**src/rtl/fdc_sd_pkg.sv**
```systemverilog
// Shared types for the floppy-controller SD block arbiter.
package fdc_sd_pkg;

    localparam int unsigned MAX_DRIVES = 4;

    typedef logic [1:0] drive_idx_t;

    typedef enum logic [1:0] {IDLE, REQ, XFER, REL} arb_state_t;

endpackage

```
**src/rtl/fdc_rr_pick.sv**
```systemverilog
// Combinational round-robin picker: the search starts one past last_grant and wraps.
module fdc_rr_pick
    import fdc_sd_pkg::*;
#(
    parameter int unsigned NUM_DRIVES = 4
) (
    input  logic [NUM_DRIVES-1:0] req,
    input  drive_idx_t            last_grant,
    output logic                  valid,
    output drive_idx_t            winner
);

    logic [MAX_DRIVES-1:0] req_pad;
    drive_idx_t            cand;

    // Walk from the lowest priority up so that the nearest requester overwrites the rest.
    always_comb begin
        req_pad = MAX_DRIVES'(req);
        valid   = 1'b0;
        winner  = '0;
        cand    = '0;
        for (int k = NUM_DRIVES; k >= 1; k--) begin
            cand = drive_idx_t'((32'(last_grant) + 32'(k)) % NUM_DRIVES);
            if (req_pad[cand]) begin
                valid  = 1'b1;
                winner = cand;
            end
        end
    end

endmodule

```
**src/rtl/fdc_sd_arbiter.sv**
```systemverilog
// Serialises per-drive SD block requests onto one host block channel.
// Optional FDC_SD_ARB_TIMEOUT_EN aborts a grant that sees no host_ack in time.
module fdc_sd_arbiter
    import fdc_sd_pkg::*;
#(
    parameter int unsigned NUM_DRIVES     = 4,
    parameter int unsigned TIMEOUT_CYCLES = 33554432
) (
    input  logic                       CLK,
    input  logic                       RESET_N,
    input  logic [NUM_DRIVES-1:0][31:0] drv_lba,
    input  logic [NUM_DRIVES-1:0]       drv_rd,
    input  logic [NUM_DRIVES-1:0]       drv_wr,
    output logic [NUM_DRIVES-1:0]       drv_ack,
    input  logic [NUM_DRIVES-1:0][7:0]  drv_buff_din,
    output logic [31:0]                 host_lba,
    output logic [1:0]                  host_unit,
    output logic                        host_rd,
    output logic                        host_wr,
    input  logic                        host_ack,
    output logic [7:0]                  host_buff_din,
    output logic                        busy,
    output logic                        timeout_err
);

    if (NUM_DRIVES < 2 || NUM_DRIVES > MAX_DRIVES || TIMEOUT_CYCLES < 2) begin : gen_bad_param
        $error("fdc_sd_arbiter: NUM_DRIVES must be 2..4 and TIMEOUT_CYCLES at least 2");
    end

    arb_state_t            state;
    drive_idx_t            last_grant;
    logic [NUM_DRIVES-1:0] rd_q;
    logic [NUM_DRIVES-1:0] wr_q;
    logic                  pick_valid;
    drive_idx_t            pick_winner;
    logic [31:0]           sel_lba;
    logic                  sel_wr;
    logic                  ack_window;

    fdc_rr_pick #(
        .NUM_DRIVES (NUM_DRIVES)
    ) u_pick (
        .req        (rd_q | wr_q),
        .last_grant (last_grant),
        .valid      (pick_valid),
        .winner     (pick_winner)
    );

    // Write wins over read on the same drive so a dirty buffer is flushed first.
    always_comb begin
        sel_lba = '0;
        sel_wr  = 1'b0;
        for (int i = 0; i < NUM_DRIVES; i++) begin
            if (pick_winner == drive_idx_t'(i)) begin
                sel_lba = drv_lba[i];
                sel_wr  = wr_q[i];
            end
        end
    end

    assign ack_window = (state == REQ) || (state == XFER);

    always_comb begin
        drv_ack       = '0;
        host_buff_din = '0;
        for (int i = 0; i < NUM_DRIVES; i++) begin
            if (host_unit == drive_idx_t'(i)) begin
                drv_ack[i]    = ack_window & host_ack;
                host_buff_din = drv_buff_din[i];
            end
        end
    end

`ifdef FDC_SD_ARB_TIMEOUT_EN
    localparam int unsigned CntW = (TIMEOUT_CYCLES > 2) ? $clog2(TIMEOUT_CYCLES) : 1;

    logic [CntW-1:0] tmo_cnt;
    logic            tmo_hit;
    logic            tmo_err_q;

    assign tmo_hit     = (tmo_cnt == CntW'(TIMEOUT_CYCLES - 1));
    assign timeout_err = tmo_err_q;
`else
    assign timeout_err = 1'b0;
`endif

    always_ff @(posedge CLK or negedge RESET_N) begin
        if (!RESET_N) begin
            state      <= IDLE;
            last_grant <= drive_idx_t'(NUM_DRIVES - 1);
            rd_q       <= '0;
            wr_q       <= '0;
            host_lba   <= '0;
            host_unit  <= '0;
            host_rd    <= 1'b0;
            host_wr    <= 1'b0;
            busy       <= 1'b0;
`ifdef FDC_SD_ARB_TIMEOUT_EN
            tmo_cnt    <= '0;
            tmo_err_q  <= 1'b0;
`endif
        end else begin
            rd_q <= drv_rd;
            wr_q <= drv_wr;
`ifdef FDC_SD_ARB_TIMEOUT_EN
            tmo_cnt <= tmo_cnt + 1'b1;
`endif
            unique case (state)
                IDLE: begin
                    if (pick_valid) begin
                        host_unit  <= pick_winner;
                        host_lba   <= sel_lba;
                        host_wr    <= sel_wr;
                        host_rd    <= ~sel_wr;
                        last_grant <= pick_winner;
                        busy       <= 1'b1;
                        state      <= REQ;
`ifdef FDC_SD_ARB_TIMEOUT_EN
                        tmo_cnt    <= '0;
`endif
                    end
                end
                REQ: begin
                    if (host_ack) begin
                        host_rd <= 1'b0;
                        host_wr <= 1'b0;
                        state   <= XFER;
`ifdef FDC_SD_ARB_TIMEOUT_EN
                        tmo_cnt <= '0;
                    end else if (tmo_hit) begin
                        host_rd   <= 1'b0;
                        host_wr   <= 1'b0;
                        tmo_err_q <= 1'b1;
                        state     <= REL;
`endif
                    end
                end
                XFER: begin
                    if (!host_ack) begin
                        state <= REL;
`ifdef FDC_SD_ARB_TIMEOUT_EN
                    end else if (tmo_hit) begin
                        tmo_err_q <= 1'b1;
                        state     <= REL;
`endif
                    end
                end
                REL: begin
                    // One quiet cycle lets the drive drop its level request before re-arbitration.
                    busy  <= 1'b0;
                    state <= IDLE;
                end
                default: state <= IDLE;
            endcase
        end
    end

endmodule

```
**config.mk**
```make
export PLATFORM = sky130hd
export DESIGN_NAME = fdc_sd_arbiter
export DESIGN_NICKNAME = d
export VERILOG_FILES = /design/src/rtl/fdc_sd_pkg.sv /design/src/rtl/fdc_rr_pick.sv /design/src/rtl/fdc_sd_arbiter.sv
export SDC_FILE = /design/constraint.sdc
export NUM_CORES = 1
export LEC_CHECK = 0
export ABC_CLOCK_PERIOD_IN_PS = 2200
export CAP_MARGIN = 20
export CORE_MARGIN = 1
export CORE_UTILIZATION = 31
export CTS_CLUSTER_DIAMETER = 40
export DETAILED_ROUTE_END_ITERATION = 16
export PLACE_DENSITY = 0.87
export SLEW_MARGIN = 10
export SYNTH_ARGS = -nofsm -noshare
export SYNTH_HDL_FRONTEND = slang
export SYNTH_SLANG_ARGS = --single-unit
export TNS_END_PERCENT = 1
```
**constraint.sdc**
```tcl
create_clock -name CLK -period 2.2 [get_ports CLK]
set_input_delay 0.44 -clock CLK [delete_from_list [all_inputs] [get_ports CLK]]
set_output_delay 0.44 -clock CLK [all_outputs]
set_load 0.01 [all_outputs]
```
# --- After elaboration in Yosys (flattened, before gate mapping) ---
# Index checks and enable logic that the tools add are counted.
word_totals:
  ff_bits: 49
  in_bits: 171
  output_inout_bits: 50
  wordCells: 85
op_classes:
  n_addsub: 4
  n_lt_le_gt_ge: 4
  n_eq_ne: 12
  muxes: 43
  bitwise_logic: 3
  reduce_logical: 10
op_table:
  columns: ["operator", "n"]
  rows:
  - ["$mux 32", 4]
  - ["$mux 8", 4]
  - ["$mux 1", 20]
  - ["$mux 2", 7]
  - ["$eq 2x2->1 const B", 6]
  - ["$lt 2x3->1 const B", 4]
  - ["$bmux 1 s2", 4]
  - ["$pmux 2 s4", 1]
  - ["$eq 2x1->1 const B", 3]
  - ["$logic_not 2->1", 3]
  - ["$ne 2x2->1 const B", 3]
  - ["$pmux 1 s2", 3]
  - ["$reduce_and 3->1", 2]
  - ["$add 2x1->2 const B", 2]
  - ["$add 2x2->2 const B", 2]
  - ["$or 4x4->4", 1]
  - ["$reduce_and 2->1", 2]
  - ["$reduce_bool 2->1", 2]
  - ["$and 1x1->1", 1]
  - ["$logic_or 1x1->1", 1]
  - ["$not 1->1", 1]

# --- Logic depth before layout (Yosys ltp) ---
# Gate-level depths: netlist of the first run.
logic_depth:
  depth_word: 15
  depth_mapped: 9
  depth_no_buf: 6

# --- Modules after synthesis ---
# A second synthesis of the first run with hierarchy kept.
hier_totals:
  cells_unflattened: 194
  area_unflattened_um2: 3016.6
modules_own_cells:
  columns: ["mod", "n_inst", "cells_per_inst", "area_each_um2", "seq_area_each_um2"]
  rows:
  - ["fdc_sd_arbiter", 1, 180, 2925.3, 1228.7]
  - ["fdc_rr_pick", 1, 14, 91.3, 0.0]

# --- Worst setup path before layout of the first run ---
# OpenSTA, ideal clock, no wires.
synth_timing:
  kind: "register to register"
  start: "register wr_q[0]"
  end: "register host_lba[29]"
  setup_ns: 0.141
  arrival_time_ns: 2.019
  required_time_ns: 2.059
  path_slack_ns: 0.040
  path_stages_with_launch: 9
  n_path_buf: 2
  synth_period_minus_slack_ns: 2.160
  path_cell_list: "dfrtp_1 -> or4_1 -> clkbuf_1 -> a32oi_2 -> o311ai_1 -> clkbuf_1 -> o221a_2 -> o21ai_0 -> a31oi_1"
synth_via:
  elab_chain_cells: 12
  elab_cells_between_ends: 26
  classes_between: "eq/ne (3); mux (20); bitwise (1); reduce/logical (2)"
synth_rtl:
  columns: ["item", "line_no", "text"]
  rows:
  - ["start, declared", "fdc_sd_arbiter.sv:33", "logic [NUM_DRIVES-1:0] wr_q;"]
  - ["start signal, assigned", "fdc_sd_arbiter.sv:104", "wr_q <= drv_wr;"]
  - ["$or 4x4->4 (*)", "fdc_sd_arbiter.sv:43", ".req (rd_q | wr_q),"]
  - ["$bmux 1 s2", "fdc_rr_pick.sv:24", "if (req_pad[cand]) begin"]
  - ["$mux 1 (not written as such)", "fdc_rr_pick.sv:24", null]
  - ["$mux 2 (4 in series)", "fdc_rr_pick.sv:24", null]
  - ["$logic_not 2->1", "fdc_sd_arbiter.sv:54", "if (pick_winner == drive_idx_t'(i)) begin"]
  - ["$mux 32 (4 in series)", "fdc_sd_arbiter.sv:54", null]
  - ["end signal, assigned", "fdc_sd_arbiter.sv:112", "host_lba <= sel_lba;"]
  - ["end, declared", "fdc_sd_arbiter.sv:16", "output logic [31:0] host_lba,"]
# Mark *: on every way between the ends. The rest lies on a longest branch, timed or not. The select of a mux whose other input is x is not followed.
# A chain may end at the register's enable or synchronous reset.

# --- Worst setup path in the final report of the first run ---
layout_timing:
  start: "register wr_q[1]"
  end: "register host_lba[21]"
# Same word-level chain as after synthesis.

==> results.json, run 1 <==
{
  "status": "finished clean",
  "preCtsSetupSlack_ps": -69.20,
  "grt_pass1_wl_mm": 19.09,
  "antenna_found_initial": 0,
  "vias_per_cell": 5.296,
  "core_area_um2": 9284,
  "cts_htree_levels": 2,
  "grt_remaining_overflow": 0,
  "wl_met3_mm": 1.287,
  "drtPass1Iterations": 4,
  "fin_crit_ps": 2163,
  "cp-end-kind": "register",
  "syn_nets": 514,
  "wl_per_cell_um": 18.19,
  "start_util": 0.3224,
  "num_vias": 3734,
  "r2r-start": "wr_q[1]",
  "layout-drive-gt1-share": 0.1424,
  "cpMostUsedCell": "buf_4",
  "crit_fanout": 7,
  "gp_congestion": 0.8353,
  "power.static_leakage_nw": 2.430,
  "cpPeakStageDelay_ps": 390,
  "die_h_um": 100.3,
  "crit_path_start": "wr_q[1]",
  "io_pins": 221,
  "grt_pass1_vias": 3933,
  "synth-seq-area-share": 0.4105,
  "top_layer": "met4",
  "relSlewSlack": 0.4766,
  "rsz0062_at_grt": "true",
  "cp_cell_sequence": "buf_4 -> nor2_1 -> a21oi_1 -> a211o_4 -> buf_4 -> o221ai_1 -> a31oi_1 -> a21o_1",
  "diodes": 0,
  "finalSetupViolCount": 0,
  "tritoncts": "yes",
  "clk_pin_slew_ps": 100,
  "netlist-cell-type-count": 45,
  "synth_ff_type": "dfrtp_1",
  "syn2layout_area_growth_pct": 95.28,
  "drt_wl_total_mm": 12.82,
  "irDropWorstVdd_uv": 594.3,
  "async_flop_share": 1.000,
  "wl_met2_mm": 6.694,
  "post_dp_cell_area_um2": 5584,
  "netlist_area_um2": 2993,
  "r2r_cells": 8,
  "synth_area_leader_cell": "dfrtp_1",
  "die_area_um2": 10050,
  "synth_most_common_cell": "nand2_1",
  "utilization": 0.6295,
  "met1_length_mm": 4.594,
  "drc": 0,
  "r2r-end": "host_lba[21]",
  "min_path_type": "in -> async",
  "finalMaxSlewViolations": 0,
  "postLayoutSetupSlackWorst_ps": 36.56,
  "finalHoldViolCount": 0,
  "rows": 35,
  "skew_ps": 12.40,
  "fmax_mhz": 462.2,
  "power_density_nw_per_um2": 1195,
  "critPathLaunchType": "register",
  "dp_hpwl_mm": 9.785,
  "synth_edf_count": 0,
  "synth_common_cells": "nand2_1, dfrtp_1, o221ai_1",
  "dr.first_iter.drc_count": 178,
  "clock_path_buffers": 2,
  "yosys-top-cells-area": "dfrtp_1, nand2_1, o221ai_1",
  "r2r_setup_slack_ps": 40,
  "cts_buffers": 5,
  "final_cell_area_um2": 5844,
  "cpMaxStageDelayCell": "dfrtp_1",
  "path_depth": 8,
  "fill_cells": 808,
  "portBuffers": 219,
  "path_delay_family": "compound AO/OA/AOI/OAI gates",
  "tightest_slew_ps": 781.6,
  "synth.avg_cell_area_um2": 8.855,
  "worstSkewPairLatency_ps": 310,
  "path_buf_inv": 2,
  "fp.dieW_um": 100.3,
  "critical_path_class": "reg -> reg",
  "antenna_left": 0,
  "worst-endpoint-arrival_ps": 2370,
  "fin_crit_sh": 0.9834,
  "critPathRequiredTime_ps": 2400,
  "drv_cap": 0,
  "synth_top_area_frac": 0.3930,
  "synthCells": 338,
  "yosys_warnings": 0,
  "ys_seq_elements": 49,
  "grt_usage": 0.2454,
  "grt_max_degree": 38,
  "cts_root_buf": "clkbuf_8",
  "cts.sinks": 49,
  "fin_nets": 751
}
sequential cells by signal, summed over array words and instances (netlist names):
signal / cells
busy: 1
host_lba: 32
host_rd: 1
host_unit: 2
host_wr: 1
last_grant: 2
rd_q: 4
state: 2
wr_q: 4
through the flow:
step | TNS (ps) | total power, mW | cells | hold WS, ps
final | 0 | 6.984 | 705 | 106.2
after detailed placement | -1042 | 6.087 | 693 | 457.9
after global placement | -604.6 | 5.959 | 693 | 443.1
after global routing | -429.7 | 7.491 | 705 | 140.9
after CTS | -991.5 | 6.722 | 701 | 123.6
after floorplan | 0 | 3.810 | 338 | 144.4
cells in the final DEF (no fill, tap or decap), types with 3 or more instances in the layout:
| cell type | synthesis | layout |
|---|---|---|
| o21ai_1 | 4 | 14 |
| o221ai_2 | 0 | 4 |
| a31oi_1 | 9 | 9 |
| o2111ai_1 | 3 | 3 |
| buf_6 | 0 | 4 |
| o22a_1 | 3 | 3 |
| inv_1 | 6 | 6 |
| o21ai_0 | 28 | 17 |
| ha_1 | 5 | 5 |
| clkbuf_8 | 0 | 6 |
| o221ai_1 | 29 | 25 |
| a21o_1 | 8 | 8 |
| dlygate4sd2_1 | 0 | 10 |
| mux4_2 | 8 | 8 |
| nand2_1 | 80 | 80 |
| a21oi_1 | 5 | 5 |
| nor2_1 | 13 | 11 |
| nor3_1 | 3 | 3 |
| buf_12 | 0 | 6 |
| and3_1 | 19 | 18 |
| buf_4 | 2 | 28 |
| nand3_1 | 8 | 7 |
| dfrtp_1 | 47 | 46 |
| clkdlybuf4s50_1 | 0 | 206 |
how the worst max path moves through the flow:
stage,endpoint,slack [ps]
5_1_grt,host_lba[21],-50
3_3_place_gp,host_buff_din[1],-70
6_report,host_lba[21],40
2_1_floorplan,host_lba[29],40
4_1_cts,host_lba[5],-80
3_5_place_dp,host_buff_din[1],-70
worst register-to-register path: cells and delay by family, from the launching register on:
| kind | cells | cell delay [ps] |
|---|---|---|
| AO/OA/AOI/OAI | 5 | 990 |
| buffers and inverters | 2 | 330 |
| flip-flops | 1 | 390 |
| AND/OR/NAND/NOR | 1 | 360 |
cells by family (layout without fill, tap and decap cells):
logic type / Yosys count / in the layout / share of synthesized area
buf+inv: 34 / 271 / 0.04682
mux: 9 / 9 / 0.06396
fa+ha+maj: 5 / 5 / 0.02090
simple gates: 135 / 136 / 0.2032
other cells: 1 / 1 / 0.001253
flops: 49 / 49 / 0.4105
compound gates: 105 / 105 / 0.2534
per-layer routing:
metal	vias to the layer above	global-route usage
li1	1737	-
met4	0	0.08138
met2	204	0.4652
met3	21	0.06894
met1	1772	0.2590
met5	-	0
where the power goes:
| part | internal (mW) | switching (mW) | total, mW |
|---|---|---|---|
| Clock | 0.371 | 0.309 | 0.680 |
| Sequential | 1.32 | 0.302 | 1.62 |
| Combinational | 2.43 | 2.25 | 4.68 |
what timing repair did:
action,CTS,global route
gates resized for setup,15,36
pin swaps,1,8
hold buffers,0,0
gates cloned,0,1
hold endpoints to repair,0,0
endpoints found under the setup margin,36,37
buffers inserted,0,3
layout make-up:
cell class	instances	area (µm²)	area share
multi-input combinational	256	1769	0.3027
sequential	49	1230	0.2104
tap	129	161.4	0.02762
clock inverter	1	30.03	0.005138
inverter	6	22.52	0.003854
timing repair buffer	257	2545	0.4355
clock buffer	7	86.33	0.01477
(Power assumes the default switching activity.)
==> inputs of run 2 (changes only) <==
SLEW_MARGIN = 20   (was 10)
==> results of run 2 <==
No change in the layout: final DEF, timing and power equal those of run 1.
==> inputs of run 3 (changes only) <==
RECOVER_POWER = 50   (was not set)
==> run 3 against run 2 <==
Total power fell by 0.63%. Cell area fell by 0.28%. Clock skew fell by 2.1 ps. Via count fell by 0.40%. Combinational power fell by 0.9%. Cell count did not move. Setup slack got worse by 3.3 ps. Largest power group unchanged.
==> results.json, run 3 (synthesis results as in run 1) <==
{
  "status": "finished clean",
  "drt_wl_total_mm": 12.80,
  "core_area_um2": 9284,
  "dr.first_iter.drc_count": 172,
  "mostFrequentLayoutCells": "clkdlybuf4s50_1, nand2_1, dfrtp_1",
  "worst-endpoint-arrival_ps": 2370,
  "grt_pass1_vias": 3933,
  "multi_input_area_um2": 1769,
  "cp-end-kind": "register",
  "syn2layout_area_growth_pct": 94.73,
  "irDropWorstVdd_uv": 595.3,
  "die_h_um": 100.3,
  "rows": 35,
  "power_density_nw_per_um2": 1191,
  "gp_congestion": 0.8353,
  "portBuffers": 219,
  "io_pins": 221,
  "worstSkewPairLatency_ps": 300,
  "min_path_type": "in -> async",
  "grt_remaining_overflow": 0,
  "fin_nets": 751,
  "r2r_setup_slack_ps": 30,
  "clock_path_buffers": 2,
  "finalSetupViolCount": 0,
  "cts_buffers": 5,
  "r2r_cells": 8,
  "start_util": 0.3224,
  "cts_root_buf": "clkbuf_8",
  "drtPass1Iterations": 4,
  "antenna_found_initial": 0,
  "largest-register": "host_lba",
  "reg.largest.list": "host_lba x32, rd_q x4, wr_q x4",
  "vias_per_cell": 5.275,
  "grt_max_degree": 38,
  "finalHoldViolCount": 0,
  "layout-drive-gt1-share": 0.1406,
  "grt_pass1_wl_mm": 19.09,
  "power.static_leakage_nw": 2.432,
  "r2r-end": "host_lba[21]",
  "fin_crit_sh": 0.9849,
  "num_vias": 3719,
  "fmax_mhz": 461.5,
  "fp.dieW_um": 100.3,
  "drv_cap": 0,
  "wl_per_cell_um": 18.15,
  "largest_reg_flops": 32,
  "skew_ps": 10.29,
  "tritoncts": "yes",
  "dp_hpwl_mm": 9.785,
  "die_area_um2": 10050,
  "fin_crit_ps": 2167,
  "fill_cells": 810,
  "cts_htree_levels": 2,
  "finalPower_mw": 6.940,
  "finalMaxSlewViolations": 0,
  "clk_pin_slew_ps": 90,
  "relSlewSlack": 0.1499,
  "grt_usage": 0.2454,
  "diodes": 0,
  "critPathRequiredTime_ps": 2400,
  "drc": 0,
  "rsz0062_at_grt": "true",
  "critPathLaunchType": "register",
  "tightest_slew_ps": 1275,
  "layout_commonest_cell": "clkdlybuf4s50_1",
  "r2r-start": "wr_q[1]",
  "critical_path_class": "reg -> reg",
  "cts.sinks": 49,
  "antenna_left": 0,
  "utilization": 0.6278,
  "seq_area_um2": 1230,
  "crit_fanout": 7
}
## run 3: changes by cell type in the layout (fill, tap and decap cells not counted), sizes merged
| cell | previous run | this run |
|---|---|---|
| clkdlybuf4s50 | 206 | 189 |
| dlygate4sd3 | 0 | 17 |
| buf | 39 | 37 |
| clkbuf | 8 | 10 |
## run 3: final cells by class
type / instances / share of cell area
clock inverter: 1 / 0.005152
tap: 129 / 0.02769
sequential: 49 / 0.2110
clock buffer: 7 / 0.01481
inverter: 6 / 0.003864
multi-input combinational: 256 / 0.3036
timing repair buffer: 257 / 0.4339
## run 3: where the power goes
part / total (mW) / leakage [nW] / switching, mW / internal [mW]
clock network: 0.675 / 0.0585 / 0.304 / 0.371
logic: 4.64 / 1.79 / 2.24 / 2.40
registers: 1.62 / 0.585 / 0.301 / 1.32
## run 3: stage by stage
stage | std cells | TNS [ps] | cell area, µm² | setup slack, ps | hold WS, ps
4_1_cts | 701 | -991.5 | 5692 | -80.75 | 123.6
3_3_place_gp | 693 | -604.6 | 5584 | -70.96 | 443.1
3_5_place_dp | 693 | -1042 | 5584 | -69.20 | 457.9
5_1_grt | 705 | -429.7 | 5828 | -48.38 | 480.4
2_1_floorplan | 338 | 0 | 2993 | 40.25 | 144.4
6_report | 705 | 0 | 5828 | 33.30 | 383.2
## run 3: critical path, cell delays in order (launching register included)
cell and delay (ps):
dfrtp_1 390, buf_4 150, nor2_1 370, a21oi_1 210, a211o_4 370, buf_4 180, o221ai_1 170, a31oi_1 70
a21o_1 160
## run 3: what timing repair did
action,in CTS,in global routing
buffers inserted,0,3
pin swaps,1,8
hold buffers,0,0
resized for setup,15,36
setup endpoints to repair,36,37
gates cloned,0,1
## run 3: worst max path at each step
stage / slack, ps / from / endpoint
floorplan: 40 / wr_q[0] / host_lba[29]
global placement: -70 / drv_buff_din[25] / host_buff_din[1]
detailed placement: -70 / drv_buff_din[25] / host_buff_din[1]
CTS: -80 / wr_q[0] / host_lba[5]
global route: -50 / wr_q[1] / host_lba[21]
finish: 30 / wr_q[1] / host_lba[21]
## run 3: routing by layer
metal | routed length, µm | vias up | GRT usage
li1 | - | 1735 | -
met1 | 4506 | 1742 | 0.2590
met2 | 6722 | 218 | 0.4652
met3 | 1288 | 24 | 0.06894
met4 | 278 | 0 | 0.08138
met5 | 0 | - | 0
